## src/rtl/ttt_pkg.sv

```systemverilog
// Shared encodings and win-line table for the tic-tac-toe board controller.
// Cells are numbered row-major: 0 = A (top-left) ... 8 = I (bottom-right).
package ttt_pkg;

    localparam int NUM_CELLS = 9;
    localparam int NUM_LINES = 8;

    typedef enum logic [1:0] {
        GS_PLAY = 2'b00,
        GS_WIN  = 2'b01,
        GS_DRAW = 2'b10
    } game_state_e;

    typedef enum logic [1:0] {
        WN_NONE = 2'b00,
        WN_ONE  = 2'b01,
        WN_TWO  = 2'b10
    } winner_e;

    localparam logic [3:0] WIN_LINES [NUM_LINES][3] = '{
        '{4'd0, 4'd1, 4'd2},
        '{4'd3, 4'd4, 4'd5},
        '{4'd6, 4'd7, 4'd8},
        '{4'd0, 4'd3, 4'd6},
        '{4'd1, 4'd4, 4'd7},
        '{4'd2, 4'd5, 4'd8},
        '{4'd0, 4'd4, 4'd8},
        '{4'd2, 4'd4, 4'd6}
    };

    function automatic logic [3:0] cell_count(input logic [NUM_CELLS-1:0] v);
        logic [3:0] n;
        n = '0;
        for (int i = 0; i < NUM_CELLS; i++) begin
            n = n + {3'b000, v[i]};
        end
        return n;
    endfunction

endpackage

```

## src/rtl/switch_debounce.sv

```systemverilog
// One board switch: 2-FF synchroniser, stability counter, debounced level,
// and a registered single-cycle pulse on the debounced 0->1 transition.
module switch_debounce #(
    parameter int DEBOUNCE_CYCLES = 250000,
    parameter int CNT_W           = 18
) (
    input  logic clk,
    input  logic rst,
    input  logic sw_in,
    output logic rise
);

    localparam logic [CNT_W-1:0] CNT_MAX = CNT_W'(DEBOUNCE_CYCLES - 1);

    logic             sync1_q;
    logic             sync2_q;
    logic             level_q;
    logic             level_d;
    logic             rise_q;
    logic             rise_d;
    logic [CNT_W-1:0] cnt_q;
    logic [CNT_W-1:0] cnt_d;

    // The counter only advances while the synced level disagrees with the
    // accepted level; any return to agreement restarts the window.
    always_comb begin
        cnt_d   = '0;
        level_d = level_q;
        if (sync2_q != level_q) begin
            if (cnt_q == CNT_MAX) begin
                level_d = sync2_q;
            end else begin
                cnt_d = cnt_q + CNT_W'(1);
            end
        end
        rise_d = level_d & ~level_q;
    end

    always_ff @(posedge clk or posedge rst) begin
        if (rst) begin
            sync1_q <= 1'b0;
            sync2_q <= 1'b0;
            level_q <= 1'b0;
            rise_q  <= 1'b0;
            cnt_q   <= '0;
        end else begin
            sync1_q <= sw_in;
            sync2_q <= sync1_q;
            level_q <= level_d;
            rise_q  <= rise_d;
            cnt_q   <= cnt_d;
        end
    end

    assign rise = rise_q;

endmodule

```

## src/rtl/board_controller.sv

```systemverilog
// Tic-tac-toe board controller: conditions switches, validates moves, runs the game FSM.
// Optional SCORE_COUNT_EN adds saturating per-player win counters.
module board_controller
    import ttt_pkg::*;
#(
    parameter int DEBOUNCE_CYCLES = 250000,
    parameter int CNT_W           = 18
) (
    input  logic       clk,
    input  logic       rst,
    input  logic [8:0] sw,
    input  logic       new_game,
    output logic [8:0] occupied,
    output logic [8:0] owner,
    output logic       move_valid,
    output logic       move_illegal,
    output logic [1:0] game_state,
`ifdef SCORE_COUNT_EN
    output logic [3:0] score_one,
    output logic [3:0] score_two,
`endif
    output logic [1:0] winner
);

    logic [8:0]  rise;
    logic [3:0]  rise_cnt;
    logic        mover;
    logic        line_win;
    logic        line_owner;
    logic        board_full;
    logic        game_over;

    logic [8:0]  occ_q;
    logic [8:0]  occ_d;
    logic [8:0]  owner_q;
    logic [8:0]  owner_d;
    logic        valid_q;
    logic        valid_d;
    logic        illegal_q;
    logic        illegal_d;
    game_state_e state_q;
    game_state_e state_d;
    winner_e     winner_q;
    winner_e     winner_d;

    for (genvar g = 0; g < NUM_CELLS; g++) begin : g_sw
        switch_debounce #(
            .DEBOUNCE_CYCLES(DEBOUNCE_CYCLES),
            .CNT_W          (CNT_W)
        ) u_deb (
            .clk  (clk),
            .rst  (rst),
            .sw_in(sw[g]),
            .rise (rise[g])
        );
    end

    always_comb begin
        line_win   = 1'b0;
        line_owner = 1'b0;
        for (int l = 0; l < NUM_LINES; l++) begin
            if (!line_win
                && occ_q[WIN_LINES[l][0]]
                && occ_q[WIN_LINES[l][1]]
                && occ_q[WIN_LINES[l][2]]
                && (owner_q[WIN_LINES[l][0]] == owner_q[WIN_LINES[l][1]])
                && (owner_q[WIN_LINES[l][1]] == owner_q[WIN_LINES[l][2]])) begin
                line_win   = 1'b1;
                line_owner = owner_q[WIN_LINES[l][0]];
            end
        end
    end

    // Odd number of taken cells means player two is to move.
    assign mover      = ^occ_q;
    assign rise_cnt   = cell_count(rise);
    assign board_full = &occ_q;
    // A decided board still reads PLAY for one cycle; block moves then too.
    assign game_over  = (state_q != GS_PLAY) | line_win | board_full;

    always_comb begin
        occ_d     = occ_q;
        owner_d   = owner_q;
        state_d   = state_q;
        winner_d  = winner_q;
        valid_d   = 1'b0;
        illegal_d = 1'b0;
        if (new_game) begin
            occ_d    = '0;
            owner_d  = '0;
            state_d  = GS_PLAY;
            winner_d = WN_NONE;
        end else begin
            if (|rise) begin
                if (game_over || (rise_cnt > 4'd1) || |(rise & occ_q)) begin
                    illegal_d = 1'b1;
                end else begin
                    occ_d   = occ_q | rise;
                    owner_d = mover ? (owner_q | rise) : (owner_q & ~rise);
                    valid_d = 1'b1;
                end
            end
            case (state_q)
                GS_PLAY: begin
                    if (line_win) begin
                        state_d  = GS_WIN;
                        winner_d = line_owner ? WN_TWO : WN_ONE;
                    end else if (board_full) begin
                        state_d = GS_DRAW;
                    end
                end
                GS_WIN, GS_DRAW: begin
                    state_d = state_q;
                end
                default: begin
                    state_d  = GS_PLAY;
                    winner_d = WN_NONE;
                end
            endcase
        end
    end

    always_ff @(posedge clk or posedge rst) begin
        if (rst) begin
            occ_q     <= '0;
            owner_q   <= '0;
            valid_q   <= 1'b0;
            illegal_q <= 1'b0;
            state_q   <= GS_PLAY;
            winner_q  <= WN_NONE;
        end else begin
            occ_q     <= occ_d;
            owner_q   <= owner_d;
            valid_q   <= valid_d;
            illegal_q <= illegal_d;
            state_q   <= state_d;
            winner_q  <= winner_d;
        end
    end

`ifdef SCORE_COUNT_EN
    logic [3:0] score_one_q;
    logic [3:0] score_one_d;
    logic [3:0] score_two_q;
    logic [3:0] score_two_d;

    always_comb begin
        score_one_d = score_one_q;
        score_two_d = score_two_q;
        if ((state_q == GS_PLAY) && (state_d == GS_WIN)) begin
            if ((winner_d == WN_ONE) && (score_one_q != 4'hF)) begin
                score_one_d = score_one_q + 4'd1;
            end
            if ((winner_d == WN_TWO) && (score_two_q != 4'hF)) begin
                score_two_d = score_two_q + 4'd1;
            end
        end
    end

    always_ff @(posedge clk or posedge rst) begin
        if (rst) begin
            score_one_q <= '0;
            score_two_q <= '0;
        end else begin
            score_one_q <= score_one_d;
            score_two_q <= score_two_d;
        end
    end

    assign score_one = score_one_q;
    assign score_two = score_two_q;
`endif

    assign occupied     = occ_q;
    assign owner        = owner_q;
    assign move_valid   = valid_q;
    assign move_illegal = illegal_q;
    assign game_state   = state_q;
    assign winner       = winner_q;

endmodule

```

## config.mk

```make
export PLATFORM = sky130hd
export DESIGN_NAME = board_controller
export DESIGN_NICKNAME = d
export VERILOG_FILES = /design/src/rtl/ttt_pkg.sv /design/src/rtl/switch_debounce.sv /design/src/rtl/board_controller.sv
export SDC_FILE = /design/constraint.sdc
export NUM_CORES = 1
export LEC_CHECK = 0
export CORE_ASPECT_RATIO = 0.9
export CORE_MARGIN = 3
export CORE_UTILIZATION = 52
export DETAILED_ROUTE_END_ITERATION = 10
export GPL_ROUTABILITY_DRIVEN = 0
export GPL_TIMING_DRIVEN = 0
export MAX_ROUTING_LAYER = met4
export PLACE_DENSITY_LB_ADDON = 0.25
export RECOVER_POWER = 100
export SLEW_MARGIN = 25
export SYNTH_ARGS = -nofsm -noshare
export SYNTH_HDL_FRONTEND = slang
export SYNTH_SLANG_ARGS = --single-unit
```

## constraint.sdc

```tcl
create_clock -name clk -period 10.2 [get_ports clk]
set_clock_uncertainty 0.05 [all_clocks]
set_input_delay 2.04 -clock clk [delete_from_list [all_inputs] [get_ports clk]]
set_output_delay 2.04 -clock clk [all_outputs]
set_load 0.03 [all_outputs]
```

### Word level (Yosys, flattened, before mapping)

Cells that the tools add are included.

* add/sub/neg operators: 17
* order comparisons: 1
* equality and inequality tests: 40
* muxes and demuxes: 73
* bitwise gates (word level): 25
* reduce and logical (&&, ||, !) cells: 59

Operator list (number)
* $mux W18: 18
* $add A18 B1 Y18 const B: 9
* $eq A18 B18 Y1 const B: 9
* $mux W9: 7
* $mux W1: 40
* $logic_and A1 B1 Y1: 39
* $add A4 B1 Y4: 5
* $and A9 B9 Y9: 2
* $or A9 B9 Y9: 2
* $reduce_or A9 Y1: 2
* $eq A1 B1 Y1: 16
* $mux W2: 6
* $and A1 B1 Y1: 9
* $ne A1 B1 Y1: 9
* $not A1 Y1: 9
* $not A9 Y9: 1
* $reduce_and A9 Y1: 1
* $reduce_xor A9 Y1: 1
* $pmux W2 S2: 2
* $logic_not A1 Y1: 7
* $reduce_and A2 Y1: 3
* $add A3 B1 Y4: 1
* $gt A4 B1 Y1 const B: 1
* $ne A2 B2 Y1 const B: 2
* 11 further kinds: 14

* flip-flop bits (word level): 222
* input bits: 12
* output and inout bits: 24
* logic and storage cells: 266

### Logic depth before layout (Yosys ltp)

* depth after elaboration: 61
* mapped depth: 15
* depth with buffers taken out: 13

### Hierarchy

From an unflattened synthesis, not the netlist that was laid out.

* cells, all modules: 1097
* area total of the unflattened synthesis: 11200.7 µm²

By module, submodules not included
* switch_debounce: times used 9, cells an instance 100, area an instance 1048.5 µm², seq. area each 550.5 µm²
* board_controller: times used 1, cells an instance 197, area an instance 1764.2 µm², seq. area each 600.6 µm²

### Least setup slack after synthesis

Ideal clock, no wire load.

* path kind: register -> register
* from: reg g_sw[0].u_deb.rise_q
* to: reg owner_q[2], in the netlist owner[2]
* library setup time: 0.129 ns
* arrival: 3.760 ns
* data required time: 10.021 ns
* setup slack: 6.261 ns
* stages on the path, launching flop included: 16
* buffers on the path: 2
* period minus slack after synthesis: 3.939 ns
* cells stage by stage: dfrtp_1 -> fa_1 -> inv_1 -> fa_1 -> fa_1 -> fa_1 -> inv_1 -> fa_1 -> a21oi_1 -> nand3_1 -> nor4_1 -> and4_1 -> buf_4 -> buf_6 -> nand2_1 -> mux2i_1

* word-level cells in the longest chain between the ends: 13
* elaborated cells between the ends (all ways): 17
* classes of those cells: add/sub: 8; order compare: 1; eq/ne: 1; bitwise: 1; reduce/logical: 6

RTL lines
* from (decl): line switch_debounce.sv:19 `logic rise_q;`
* from (signal assigned): line switch_debounce.sv:50 `rise_q <= rise_d;`
* $add A1 B1 Y2: line ttt_pkg.sv:35 `n = n + {3'b000, v[i]};`
* $add A2 B1 Y3: line ttt_pkg.sv:35
* $add A3 B1 Y4: line ttt_pkg.sv:35
* $add A4 B1 Y4 (5 in series): line ttt_pkg.sv:35
* $gt A4 B1 Y1: line board_controller.sv:95 `if (game_over || (rise_cnt > 4'd1) || |(rise & occ_q)) begin`
* $logic_or A1 B1 Y1 (2 in series): line board_controller.sv:95
* $ne A2 B2 Y1 (no line)
* $reduce_and A2 Y1 (no line) (*)
* to (signal assigned): line board_controller.sv:133 `owner_q <= owner_d;`
* to (decl): line board_controller.sv:35 `logic [8:0] owner_q;`

Every way passes the cells marked *; elsewhere a longest branch is shown, timed or not.
A chain may end at the register's enable or synchronous reset.

### Worst setup path in the final report

Same ends and word-level chain as after synthesis.

==> reports/metrics.cfg <==
[status]
status=complete, but fails checks
violations=capacitance limit, slew limit

[clock_network]
cts_setup_buffers=0
clkSinkCount=222
clk_pin_slew_ns=0.06
cts-root-buf=clkbuf_16
cts_buffer_depth=3
clk_latency_ns=0.51
post_cts_resized=0
cts_tree=yes
cts_hold_buf=0
h-tree-depth=1
cts_buffers=23

[critical_path]
crit_family=adder cells
worstSetupPathType=register to register
crit_path_end_kind=register
critPathMaxStageDelay_ns=0.57
crit_slowest_cell=fa_1
crit_path_start_kind=register
crit_required_ns=10.53
regToRegSetupSlack_ns=5.27
worstPathArrival_ns=5.26
critical_path_buf_inv_count=4
path_cells=fa_1 -> inv_1 -> fa_1 -> fa_1 -> fa_1 -> inv_1 -> fa_1 -> a21oi_1 -> nand3_1 -> nor4_1 -> and4_1 -> clkbuf_1 -> clkbuf_1 -> nand2_1 -> mux2i_1
reg2reg_from=g_sw[0].u_deb.rise$_DFF_PP0_
cp_max_fo=10
rr_endpoint=owner[2]$_DFFE_PP0P_
worst_r2r_path_depth=15
cpMostUsedCell=fa_1

[flow_run]
cap_viol_max_count=1

[synth]
yosysMostFrequentCell=dfrtp_1
synth_cell_types=53
syn_area_per_cell_sq_um=10.18
yosysWarnings=0
synthCells=1041
netlist_top_cells_area=dfrtp_1, xor2_1, nor2_1
syn_nets=1075
syn-cell-area_sq_mm=0.01059
yosysSeqAreaShare_pct=52.45
synth_edf_count=0
synth_common_cells=dfrtp_1, nor2_1, nand3_1, xor2_1, nand2_1
async_flop_share_pct=100.0
ys.flop_type=dfrtp_1
netlist.area_leader.share_pct=52.45
ys_seq_elements=222
yosys.area.top_type=dfrtp_1

[die]
dieHeight_um=141.4
row_count=48
die_w_um=156.4
coreArea_sq_mm=0.01958
pin_count=36
initial_core_util_pct=54.10
dieArea_sq_mm=0.02212

[pwr]
p_int_w=0.001343
p_leak_nw=5.331
comb_power_share_pct=3.0
switching_share_pct=21.57
irDropWorstVdd_mv=0.1245
powerDensity_mw_per_mm2=143.0
power_switching_w=0.0003695
clockPowerShare_pct=44.3
pwr-share-seq_pct=52.7

[cells_and_area]
drive_gt1_share_pct=5.824
area_growth_pct=13.04
final_net_count=1137
antenna_cells=0

[drt]
drt-total-wl_mm=20.03
drc=0
num_vias=7381
viasPerCell=5.403
drt-pass1-iter-count=4
drt.antenna.violating_nets=0
routedWlPerCell_um=14.66
drt_iter0_markers=412

[sta]
fin_crit_sh_pct=48.33
maxSlewViolCount=50
rsz0062_at_grt=false
fin_crit_ns=4.930
setup_violations=0
setup_tns_ns=0
worst_hold_slack_ns=0.2971
finalHoldViolations=0
max_slew_margin_pct=-46.35
clock.fmax_mhz=202.8
tightest_slew_ns=2.183

[grt]
grt_max_degree=96
met2_usage_pct=28.83
antenna_found_initial=0
grt_pass1_vias=7184
grt.total_usage_pct=19.19
grt-ovfl-total=0
grt_pass1_wl_mm=34.98
met1_usage_pct=28.34
top_usage_layer=met2
gr-usage-met3_pct=2.867

[worst_hold_path]
holdCritPathClass=register to register
min_to=g_sw[2].u_deb.sync2_q$_DFF_PP0_
min-delay-start=g_sw[2].u_deb.sync1_q$_DFF_PP0_
hold_path_depth=0

[place]
dpl.hpwl_mm=13.87
io_buffers=35

## stage by stage
stage                      power, W  util (%)  setup WS, ns  std cells  instance area, sq um
after floorplan           0.0009513         -         2.032       1041                 10590
after global placement    0.0009685     57.49       -0.7390       1326                 11260
after detailed placement  0.0009723     57.81         5.839       1328                 11320
after CTS                  0.001740     61.25         5.807       1366                 11990
after global routing       0.001782     61.16         5.009       1366                 11970
final                      0.001713     61.16         5.270       1366                 11970
## layer usage
layer	up-vias	routed length [um]
li1	3658	-
met1	3586	9733
met2	107	9134
met3	30	802
met4	0	360
met5	-	0
## cell usage in the layout, fill, tap and decap left out, types with 8 or more instances in the layout
cell type	instances
and4_1	9
nor4b_1	9
clkbuf_16	23
o21ai_0	8
or3_1	10
dfrtp_1	222
inv_1	25
clkbuf_1	19
nor4_1	11
mux2_2	10
nand2b_1	12
nor2_1	188
nor3_1	25
nand4_1	19
nand2_1	78
a21oi_1	23
ha_1	17
dlygate4sd3_1	35
xor2_1	81
mux2i_1	11
nand3_1	90
xnor2_1	69
and3_1	38
nor3b_1	13
## worst max-delay path by stage
stage	startpoint	to	slack, ns	cells past startpoint
5_1_grt	g_sw[0].u_deb.rise$_DFF_PP0_	owner[2]$_DFFE_PP0P_	5.01	15
2_1_floorplan	rst	g_sw[0].u_deb.cnt_q[0]$_DFF_PP0_	2.03	1
4_1_cts	g_sw[0].u_deb.rise$_DFF_PP0_	owner[2]$_DFFE_PP0P_	5.81	15
3_3_place_gp	rst	g_sw[5].u_deb.cnt_q[15]$_DFF_PP0_	-0.74	2
3_5_place_dp	g_sw[0].u_deb.rise$_DFF_PP0_	owner[2]$_DFFE_PP0P_	5.84	15
6_report	g_sw[0].u_deb.rise$_DFF_PP0_	owner[2]$_DFFE_PP0P_	5.27	15
## cells by family after synthesis
logic type      share of synthesized area [%]
simple gates                            24.81
flops                                   52.45
fa+ha+maj                               2.953
xor+xnor                                12.40
buf+inv                                 2.055
mux                                     2.103
compound gates                          3.237
## registers in the layout, indices dropped and copies added, names as in the netlist
register            cells
occupied                9
move_valid              1
g_sw.u_deb.level_q      9
owner                   9
g_sw.u_deb.sync1_q      9
winner                  2
g_sw.u_deb.cnt_q      162
move_illegal            1
g_sw.u_deb.sync2_q      9
g_sw.u_deb.rise         9
game_state              2
## power groups by stage
stage	registers [W]	clock network, W	logic (W)
6_report	0.000903	0.000759	0.0000514
5_1_grt	0.000904	0.000818	0.0000603
4_1_cts	0.000902	0.000783	0.0000546
3_5_place_dp	0.000918	0	0.0000540
3_3_place_gp	0.000918	0	0.0000500
2_1_floorplan	0.000916	0	0.0000350
## layout make-up
cell class / count / area [sq um]
Fill cell: 1620 / 7605
Sequential cell: 222 / 5555
Multi-Input combinational cell: 773 / 4820
Clock buffer: 31 / 635.6
Timing Repair Buffer: 37 / 405.4
Tap cell: 250 / 312.8
Buffer: 20 / 107.6
Inverter: 26 / 98.84
Clock inverter: 7 / 38.79
Power figures use the tool's default switching activity.
